File: config.mk
export PLATFORM = sky130hd
export DESIGN_NAME = multicycle_sequencer
export DESIGN_NICKNAME = d
export VERILOG_FILES = /design/src/rtl/cpu31_pkg.sv /design/src/rtl/mem_wait_timer.sv /design/src/rtl/multicycle_sequencer.sv
export SDC_FILE = /design/constraint.sdc
export NUM_CORES = 1
export LEC_CHECK = 0
export ABC_CLOCK_PERIOD_IN_PS = 3600
export BUFFER_PORTS_ARGS = -buffer_cell sky130_fd_sc_hd__buf_2
export CORE_AREA = 2 2 85 87
export DETAILED_ROUTE_END_ITERATION = 12
export DIE_AREA = 0 0 87 89
export PLACE_DENSITY = 0.44
export SETUP_SLACK_MARGIN = 0.5
export SLEW_MARGIN = 15
export SYNTH_ARGS = -nofsm -noshare
export SYNTH_HDL_FRONTEND = slang
export SYNTH_SLANG_ARGS = --single-unit
File: constraint.sdc
create_clock -name clk -period 3.6 [get_ports clk]
set_input_delay 0.36 -clock clk [delete_from_list [all_inputs] [get_ports clk]]
set_output_delay 0.36 -clock clk [all_outputs]
set_load 0.05 [all_outputs]
File: src/rtl/cpu31_pkg.sv
// Shared definitions for the 31-instruction MIPS core: sequencer state encodings,
// PC-source codes, one-hot decoded-instruction bit positions and the legality check.
package cpu31_pkg;

  typedef enum logic [2:0] {
    ST_IDLE  = 3'd0,
    ST_IF    = 3'd1,
    ST_ID    = 3'd2,
    ST_EX    = 3'd3,
    ST_MEM   = 3'd4,
    ST_WB    = 3'd5,
    ST_HALT  = 3'd6,
    ST_FAULT = 3'd7
  } state_e;

  localparam logic [1:0] PC_NPC = 2'b00;
  localparam logic [1:0] PC_RS  = 2'b01;
  localparam logic [1:0] PC_BR  = 2'b10;
  localparam logic [1:0] PC_JMP = 2'b11;

  // R-type ALU ops occupy bits 0..9
  localparam int I_ADD   = 0;
  localparam int I_ADDU  = 1;
  localparam int I_SUB   = 2;
  localparam int I_SUBU  = 3;
  localparam int I_AND   = 4;
  localparam int I_OR    = 5;
  localparam int I_XOR   = 6;
  localparam int I_NOR   = 7;
  localparam int I_SLT   = 8;
  localparam int I_SLTU  = 9;
  localparam int I_SLL   = 10;
  localparam int I_SRL   = 11;
  localparam int I_SRA   = 12;
  localparam int I_SLLV  = 13;
  localparam int I_SRLV  = 14;
  localparam int I_SRAV  = 15;
  localparam int I_JR    = 16;
  localparam int I_ADDI  = 17;
  localparam int I_ADDIU = 18;
  localparam int I_ANDI  = 19;
  localparam int I_ORI   = 20;
  localparam int I_XORI  = 21;
  localparam int I_LUI   = 22;
  localparam int I_LW    = 23;
  localparam int I_SW    = 24;
  localparam int I_BEQ   = 25;
  localparam int I_BNE   = 26;
  localparam int I_SLTI  = 27;
  localparam int I_SLTIU = 28;
  localparam int I_J     = 29;
  localparam int I_JAL   = 30;

  localparam logic [31:0] VALID_MASK = 32'h7FFF_FFFF;

  // True when exactly one bit is set and it lies inside VALID_MASK.
  function automatic logic is_onehot_valid(input logic [31:0] v);
    logic [31:0] m;
    m = v & VALID_MASK;
    return (v == m) && (m != 32'd0) && ((m & (m - 32'd1)) == 32'd0);
  endfunction

endpackage

File: src/rtl/mem_wait_timer.sv
// Wait-state counter shared by the fetch and data-memory phases; flags the cycle in
// which an unanswered request reaches MAX_WAIT.
module mem_wait_timer #(
  parameter int WAIT_W   = 8,
  parameter int MAX_WAIT = 255
) (
  input  logic clk,
  input  logic rst_n,
  input  logic clr_i,
  input  logic en_i,
  output logic timeout_o
);

  localparam logic [WAIT_W-1:0] LAST = WAIT_W'(MAX_WAIT - 1);

  logic [WAIT_W-1:0] count_q, count_d;

  always_comb begin
    count_d = count_q;
    if (clr_i) begin
      count_d = '0;
    end else if (en_i) begin
      count_d = count_q + 1'b1;
    end
  end

  always_ff @(posedge clk or negedge rst_n) begin
    if (!rst_n) begin
      count_q <= '0;
    end else begin
      count_q <= count_d;
    end
  end

  // This cycle would be the MAX_WAIT-th unanswered one.
  assign timeout_o = en_i && (count_q == LAST);

endmodule

File: src/rtl/multicycle_sequencer.sv
// Multi-cycle IF/ID/EX/MEM/WB control sequencer: decides when PC, IR and the register
// file update and drives the fetch / data-memory request strobes.
module multicycle_sequencer
  import cpu31_pkg::*;
#(
  parameter int WAIT_W   = 8,
  parameter int MAX_WAIT = 255
) (
  input  logic        clk,
  input  logic        rst_n,
  input  logic [31:0] decoded_instr,
  input  logic        alu_zero,
  input  logic        imem_ready,
  input  logic        dmem_ready,
  input  logic        halt_req,
  output logic        imem_req,
  output logic        ir_w,
  output logic        pc_w,
  output logic [1:0]  pc_sel,
  output logic        dmem_req,
  output logic        dmem_we,
  output logic        regfile_w,
  output logic [2:0]  state,
  output logic        instr_done,
  output logic        fault,
  output logic        halted
);

  // Handshake: a request (imem_req/dmem_req) stays high for its whole state; the access
  // completes in the first cycle the matching ready is high. ready is ignored elsewhere.

  state_e state_q, state_d;
  logic   retire;
  logic   wait_en;
  logic   wait_clr;
  logic   timeout;

  always_ff @(posedge clk or negedge rst_n) begin
    if (!rst_n) begin
      state_q <= ST_IDLE;
    end else begin
      state_q <= state_d;
    end
  end

  always_comb begin
    state_d    = state_q;
    imem_req   = 1'b0;
    ir_w       = 1'b0;
    pc_w       = 1'b0;
    pc_sel     = PC_NPC;
    dmem_req   = 1'b0;
    dmem_we    = 1'b0;
    regfile_w  = 1'b0;
    instr_done = 1'b0;
    fault      = 1'b0;
    halted     = 1'b0;
    retire     = 1'b0;
    case (state_q)
      ST_IDLE: state_d = halt_req ? ST_HALT : ST_IF;
      ST_IF: begin
        imem_req = 1'b1;
        if (imem_ready) begin
          ir_w    = 1'b1;
          pc_w    = 1'b1;
          state_d = ST_ID;
        end else if (timeout) begin
          state_d = ST_FAULT;
        end
      end
      ST_ID: begin
        if (!is_onehot_valid(decoded_instr)) begin
          state_d = ST_FAULT;
        end else if (decoded_instr[I_J] || decoded_instr[I_JAL]) begin
          pc_w   = 1'b1;
          pc_sel = PC_JMP;
          if (decoded_instr[I_JAL]) state_d = ST_WB;
          else                      retire  = 1'b1;
        end else if (decoded_instr[I_JR]) begin
          pc_w   = 1'b1;
          pc_sel = PC_RS;
          retire = 1'b1;
        end else begin
          state_d = ST_EX;
        end
      end
      ST_EX: begin
        if (decoded_instr[I_BEQ] || decoded_instr[I_BNE]) begin
          if ((decoded_instr[I_BEQ] && alu_zero) || (decoded_instr[I_BNE] && !alu_zero)) begin
            pc_w   = 1'b1;
            pc_sel = PC_BR;
          end
          retire = 1'b1;
        end else if (decoded_instr[I_LW] || decoded_instr[I_SW]) begin
          state_d = ST_MEM;
        end else begin
          state_d = ST_WB;
        end
      end
      ST_MEM: begin
        dmem_req = 1'b1;
        dmem_we  = decoded_instr[I_SW];
        if (dmem_ready) begin
          if (decoded_instr[I_SW]) retire  = 1'b1;
          else                     state_d = ST_WB;
        end else if (timeout) begin
          state_d = ST_FAULT;
        end
      end
      ST_WB: begin
        regfile_w = 1'b1;
        retire    = 1'b1;
      end
      ST_HALT: begin
        halted = 1'b1;
        if (!halt_req) state_d = ST_IF;
      end
      ST_FAULT: fault = 1'b1;
      default:  state_d = ST_FAULT;
    endcase
    // halt_req only takes effect at an instruction boundary
    if (retire) begin
      instr_done = 1'b1;
      state_d    = halt_req ? ST_HALT : ST_IF;
    end
  end

  assign wait_en  = ((state_q == ST_IF) && !imem_ready) || ((state_q == ST_MEM) && !dmem_ready);
  // Any state change clears the counter, so IF and MEM always start from zero.
  assign wait_clr = (state_d != state_q);

  mem_wait_timer #(
    .WAIT_W  (WAIT_W),
    .MAX_WAIT(MAX_WAIT)
  ) u_wait (
    .clk      (clk),
    .rst_n    (rst_n),
    .clr_i    (wait_clr),
    .en_i     (wait_en),
    .timeout_o(timeout)
  );

  assign state = state_q;

endmodule

# --- After elaboration in Yosys (flattened, before gate mapping) ---
# Index checks and enable logic that the tools add are counted.
totals:
  reg_bits: 11
  latch_bits: 0
  mem_bits_rw: 0
  rom_bits: 0
  word_cells: 78
  mem_count: 0
classes:
  n_addsub: 2
  mul: 0
  div_mod_pow: 0
  magnitude_cmp: 0
  n_eq_ne: 9
  n_shift: 0
  n_mux: 44
  bitwise_logic: 2
  reduce_logical: 19
ops:
  columns: ["op", "n"]
  rows:
  - ["$mux 3", 12]
  - ["$and 31x32->32", 1]
  - ["$logic_not 32->1", 1]
  - ["$reduce_bool 32->1", 1]
  - ["$sub 31x1->32 const B", 1]
  - ["$mux 1", 22]
  - ["$pmux 3 s6", 1]
  - ["$mux 8", 2]
  - ["$eq 3x3->1 const B", 4]
  - ["$add 8x1->8 const B", 1]
  - ["$eq 8x8->1 const B", 1]
  - ["$mux 2", 4]
  - ["$logic_and 1x1->1", 7]
  - ["$eq 3x2->1 const B", 2]
  - ["$logic_or 1x1->1", 5]
  - ["$pmux 1 s4", 1]
  - ["$pmux 2 s2", 1]
  - ["$eq 3x1->1 const B", 1]
  - ["$logic_not 1->1", 3]
  - ["$logic_not 3->1", 1]
  - ["$ne 3x3->1", 1]
  - ["$pmux 1 s3", 1]
  - ["$reduce_bool 2->1", 1]
  - ["$not 1->1", 1]

# --- Depth between registers and ports, before layout ---
depth:
  ltp_word: 10
  mapped_depth: 9
  depth_no_buf: 9

# --- Hierarchy ---
# A second synthesis with hierarchy kept.
hier_totals:
  cells_unflattened: 176
  hier_area_um2: 1307.5
by_module_without_submodules:
  columns: ["module", "instances", "cells_each", "area_per_inst_um2"]
  rows:
  - ["multicycle_sequencer", 1, 135, 895.9]
  - ["mem_wait_timer", 1, 41, 411.6]

# --- Worst setup path before layout ---
# Ideal clock, no wire load.
synth_timing:
  kind: "input -> output"
  start: "input port decoded_instr[2]"
  end: "output port pc_w"
  t_arrival_ps: 3092
  setup_slack_ps: 148
  cell_stages: 7
  n_path_buf: 0
  path_cell_list: "or3_1 > or4_1 > a21oi_1 > nor3_1 > nor4_4 > nand3_1 > o21ai_0"
synth_between:
  elab_chain_len: 6
  word_cells_on_any_way: 8
synth_rtl:
  columns: ["item", "line_no", "rtl"]
  rows:
  - ["from (decl)", "multicycle_sequencer.sv:11", "input logic [31:0] decoded_instr,"]
  - ["$sub 31x1->32", "cpu31_pkg.sv:60", "return (v == m) && (m != 32'd0) && ((m & (m - 32'd1)) == 32'd0);"]
  - ["$and 31x32->32", "cpu31_pkg.sv:60", null]
  - ["$logic_not 32->1", "cpu31_pkg.sv:60", null]
  - ["$logic_and 1x1->1 *", "cpu31_pkg.sv:60", null]
  - ["$mux 1 *", "multicycle_sequencer.sv:72", "if (!is_onehot_valid(decoded_instr)) begin"]
  - ["$pmux 1 s3 *", "multicycle_sequencer.sv:59", "case (state_q)"]
  - ["to (decl)", "multicycle_sequencer.sv:18", "output logic pc_w,"]
# Every way passes the cells marked *; elsewhere a longest branch is shown, timed or not.

# --- Worst setup path after layout ---
layout_timing:
  start: "input port decoded_instr[12]"
  end: "output port instr_done"
layout_between:
  elab_chain_len: 7
  word_cells_on_any_way: 9
layout_rtl:
  columns: ["item", "line_no", "rtl"]
  rows:
  - ["$sub 31x1->32", "cpu31_pkg.sv:60", null]
  - ["$and 31x32->32", "cpu31_pkg.sv:60", null]
  - ["$logic_not 32->1", "cpu31_pkg.sv:60", null]
  - ["$logic_and 1x1->1 *", "cpu31_pkg.sv:60", null]
  - ["$mux 1 *", "multicycle_sequencer.sv:72", null]
  - ["$pmux 1 s4 *", "multicycle_sequencer.sv:59", null]
  - ["$mux 1 *", "multicycle_sequencer.sv:122", "if (retire) begin"]
  - ["to (decl)", "multicycle_sequencer.sv:24", "output logic instr_done,"]
# Marks and branches as above.

==> results.sh <==
export IMPL_drive_gt1_share_pct=33.8
export IMPL_seqCellArea_um2=275
export IMPL_slew_viol_final=0
export IMPL_worstPathMaxFanout=5
export IMPL_mostFrequentLayoutCells="buf_2, nor2_1, nand2_1"
export IMPL_syn_nets=263
export IMPL_route_vias_total=1967
export IMPL_grt_first_pass_wirelength_mm=8.67
export IMPL_synth_warnings=0
export IMPL_die_width_um=87
export IMPL_areaGrowthSynthToFinish_pct=33.2
export IMPL_synth_edff_count=0
export IMPL_ios=52
export IMPL_power_switching_mw=0.602
export IMPL_grt_max_degree=22
export IMPL_path_buf_inv=5
export IMPL_stdcell_area_um2=2210
export IMPL_syn_instance_count=223
export IMPL_fin_crit_sh_pct=81.8
export IMPL_final_setup_viol_count=0
export IMPL_antenna_found_initial=0
export IMPL_cts_max_level=1
export IMPL_seq_area_frac_synth_pct=16.6
export IMPL_nets=325
export IMPL_cts_made_buffers=3
export IMPL_drt_wl_total_mm=5.31
export IMPL_cts_root_buf="clkbuf_8"
export IMPL_endpoint_kind="primary output"
export IMPL_pwr_share_seq_pct=16.7
export IMPL_clock_sinks=11
export IMPL_dieArea_um2=7740
export IMPL_tightest_slew_ns=0.843
export IMPL_critical_path_top_delay_family="simple AND/OR/NAND/NOR gates"
export IMPL_fin_tns_setup_ns=0
export IMPL_swShare_pct=56.1
export IMPL_cap_viol_max_count=0
export IMPL_rows=30
export IMPL_start_kind="primary input"
export IMPL_design_core_area_um2=6720
export IMPL_post_drt_wl_per_cell_um=14.6
export IMPL_die_height_um=89
export IMPL_synth_flop_cell="dfrtp_1"
export IMPL_yosysTopAreaCell="dfrtp_1"
export IMPL_skew_ns=0.00644
export IMPL_criticalPathCategory="primary input to primary output"
export IMPL_insertion_delay_ns=0.24
export IMPL_ys_top_cells_by_area="dfrtp_1, nor2_1, nor4_4"
export IMPL_slowest_delay_ns=0.37
export IMPL_intPower_mw=0.472
export IMPL_leakage_nw=0.832
export IMPL_fillCellCount=728
export IMPL_numPortBuffers=51
export IMPL_synth_seq_cells=11
export IMPL_first_pass_iters=4
export IMPL_power_frac_comb_pct=71.9
export IMPL_dp_hpwl_mm=4.17
export IMPL_synth_top_cell_area_share_pct=16.6
export IMPL_cts_clk_slew_worst_paths_ns=0.05
export IMPL_status="completed"
export IMPL_drt_iter0_markers=106
export IMPL_multi_input_area_um2=1390
export IMPL_synthDistinctLibCells=60
export IMPL_postRouteAntennaNets=0
export IMPL_p_per_area_nw_per_um2=485
export IMPL_grt_usage_pct=13.9
export IMPL_gr_total_overflow=0
export IMPL_hold_start="halt_req"
export IMPL_required_ns=3.24
export IMPL_clockPowerShare_pct=11.4
export IMPL_slew_headroom_pct=42.4
export IMPL_worst_endpoint_arrival_ns=2.58
export IMPL_start_util_pct=24.7
export IMPL_fmax_ghz=0.340
export IMPL_rsz0062_at_grt="false"
export IMPL_final_common_cell="buf_2"
export IMPL_antenna_cells=0
export IMPL_timing_hold_violations_final=0
export IMPL_grt_pass1_vias=1762
export IMPL_via_per_inst=5.40
export IMPL_place_gp_congestion=0.817
export IMPL_fin_crit_ns=2.94
export IMPL_drc_errors=0
export IMPL_hold_class="primary input to flip-flop"
export IMPL_synth_avg_cell_area_um2=7.46
export IMPL_path_common_cell="buf_4"
export IMPL_irDropWorstVdd_v=0.000159
export IMPL_startpoint="decoded_instr[12]"
export IMPL_cts_buffer_depth=2
export IMPL_synthArstFlopShare_pct=100
export IMPL_cp_slowest_cell="nor4_4"
export IMPL_path_cells="buf_2, nor4_4, buf_4, nand2_1, o41ai_2, nand4_1, nor4_4, buf_4, buf_4, a41o_2, buf_4"
export IMPL_r2r_start="state[1]"
export IMPL_cts_tree="yes"
export IMPL_place_area_um2=2050
export IMPL_syn_area_um2=1660
## power by group through the flow
stage | combinational [mW] | sequential (mW) | clock [mW]
floorplan | 0.531 | 0.200 | 0
global placement | 0.764 | 0.183 | 0
detailed placement | 0.757 | 0.181 | 0
global route | 0.840 | 0.182 | 0.136
CTS | 0.762 | 0.179 | 0.129
finish | 0.773 | 0.179 | 0.122
## per-layer routing
| layer | track usage, % | share of wire, % | wire length, µm |
|---|---|---|---|
| met5 | 0 | 0 | 0 |
| met4 | 3.27 | 0.57 | 30 |
| met1 | 20.0 | 49 | 2600 |
| met2 | 22.6 | 47 | 2470 |
| met3 | 1.11 | 3.9 | 207 |
## kinds of logic after synthesis
| logic type | after synthesis | synth area share, % |
|---|---|---|
| buffers and inverters | 15 | 3.39 |
| adders and majority gates | 3 | 2.11 |
| xor gates and xnor gates | 8 | 4.21 |
| DFF | 11 | 16.6 |
| muxes | 1 | 0.602 |
| AOI/OAI and AO/OA | 70 | 31.3 |
| and+or+nand+nor | 115 | 41.8 |
## flip-flops by register name, summed over array words and instances, names as in the netlist
| signal | cells |
|---|---|
| state | 3 |
| u_wait.count_q | 8 |
## path summary, 6_finish.rpt
path	slack, ns	depth (start not counted)	to
hold reg to reg	0.58	2	u_wait.count_q[5]
setup / recovery	0.66	11	instr_done
setup reg to reg	0.90	6	u_wait.count_q[5]
hold / removal	0.46	2	state[0]
max in group asynchronous	2.86	2	u_wait.count_q[5]
min in group asynchronous	0.52	2	u_wait.count_q[3]
## area by class of cell
| cell class | instances | area share, % |
|---|---|---|
| repair buffers | 66 | 17.1 |
| inverters | 6 | 1.02 |
| flip-flops and latches | 11 | 12.4 |
| clock buffers | 4 | 2.03 |
| well taps | 80 | 4.52 |
| multi-input cells | 197 | 62.9 |
## Yosys cell counts (3+ instances only)
library cell	n
nor4_1	4
nor4_4	4
nor3_1	12
a22oi_1	3
xnor2_1	4
nand4_1	8
nand3_1	9
nor2_1	29
nand2b_1	3
o31ai_1	3
nor2b_1	4
o22ai_1	6
a211oi_1	11
xor2_1	4
nand2_1	18
and3_1	3
inv_1	6
a21oi_1	10
dfrtp_1	11
clkbuf_1	8
or2_2	4
o21ai_0	10
## repair_timing
| action | 4_1_cts | 5_1_grt |
|---|---|---|
| hold buffers | 1 | 0 |
| endpoints found under the hold margin | 11 | 0 |
| setup endpoints to repair | 4 | 4 |
| gates resized for setup | 3 | 10 |
| pin swaps | 0 | 6 |
| setup buffers | 0 | 6 |
## worst reg2reg max path, cell delays in order (launching register included)
cell	delay, ns
dfrtp_1	0.72
inv_1	0.29
a2111oi_0	0.71
a21oi_1	0.16
o21a_1	0.25
a31oi_4	0.34
a211oi_1	0.09
## per-stage QoR
step	std cells	util, %	hold WS (ns)	total power, mW	setup WS (ns)
floorplan	223	-	0.0644	0.732	0.493
global placement	353	30.5	0.253	0.947	0.510
detailed placement	353	30.5	0.254	0.937	0.430
CTS	358	31.6	0.448	1.07	0.509
global route	364	33.0	0.475	1.16	0.496
finish	364	33.0	0.464	1.07	0.656
(Power assumes the default switching activity.)
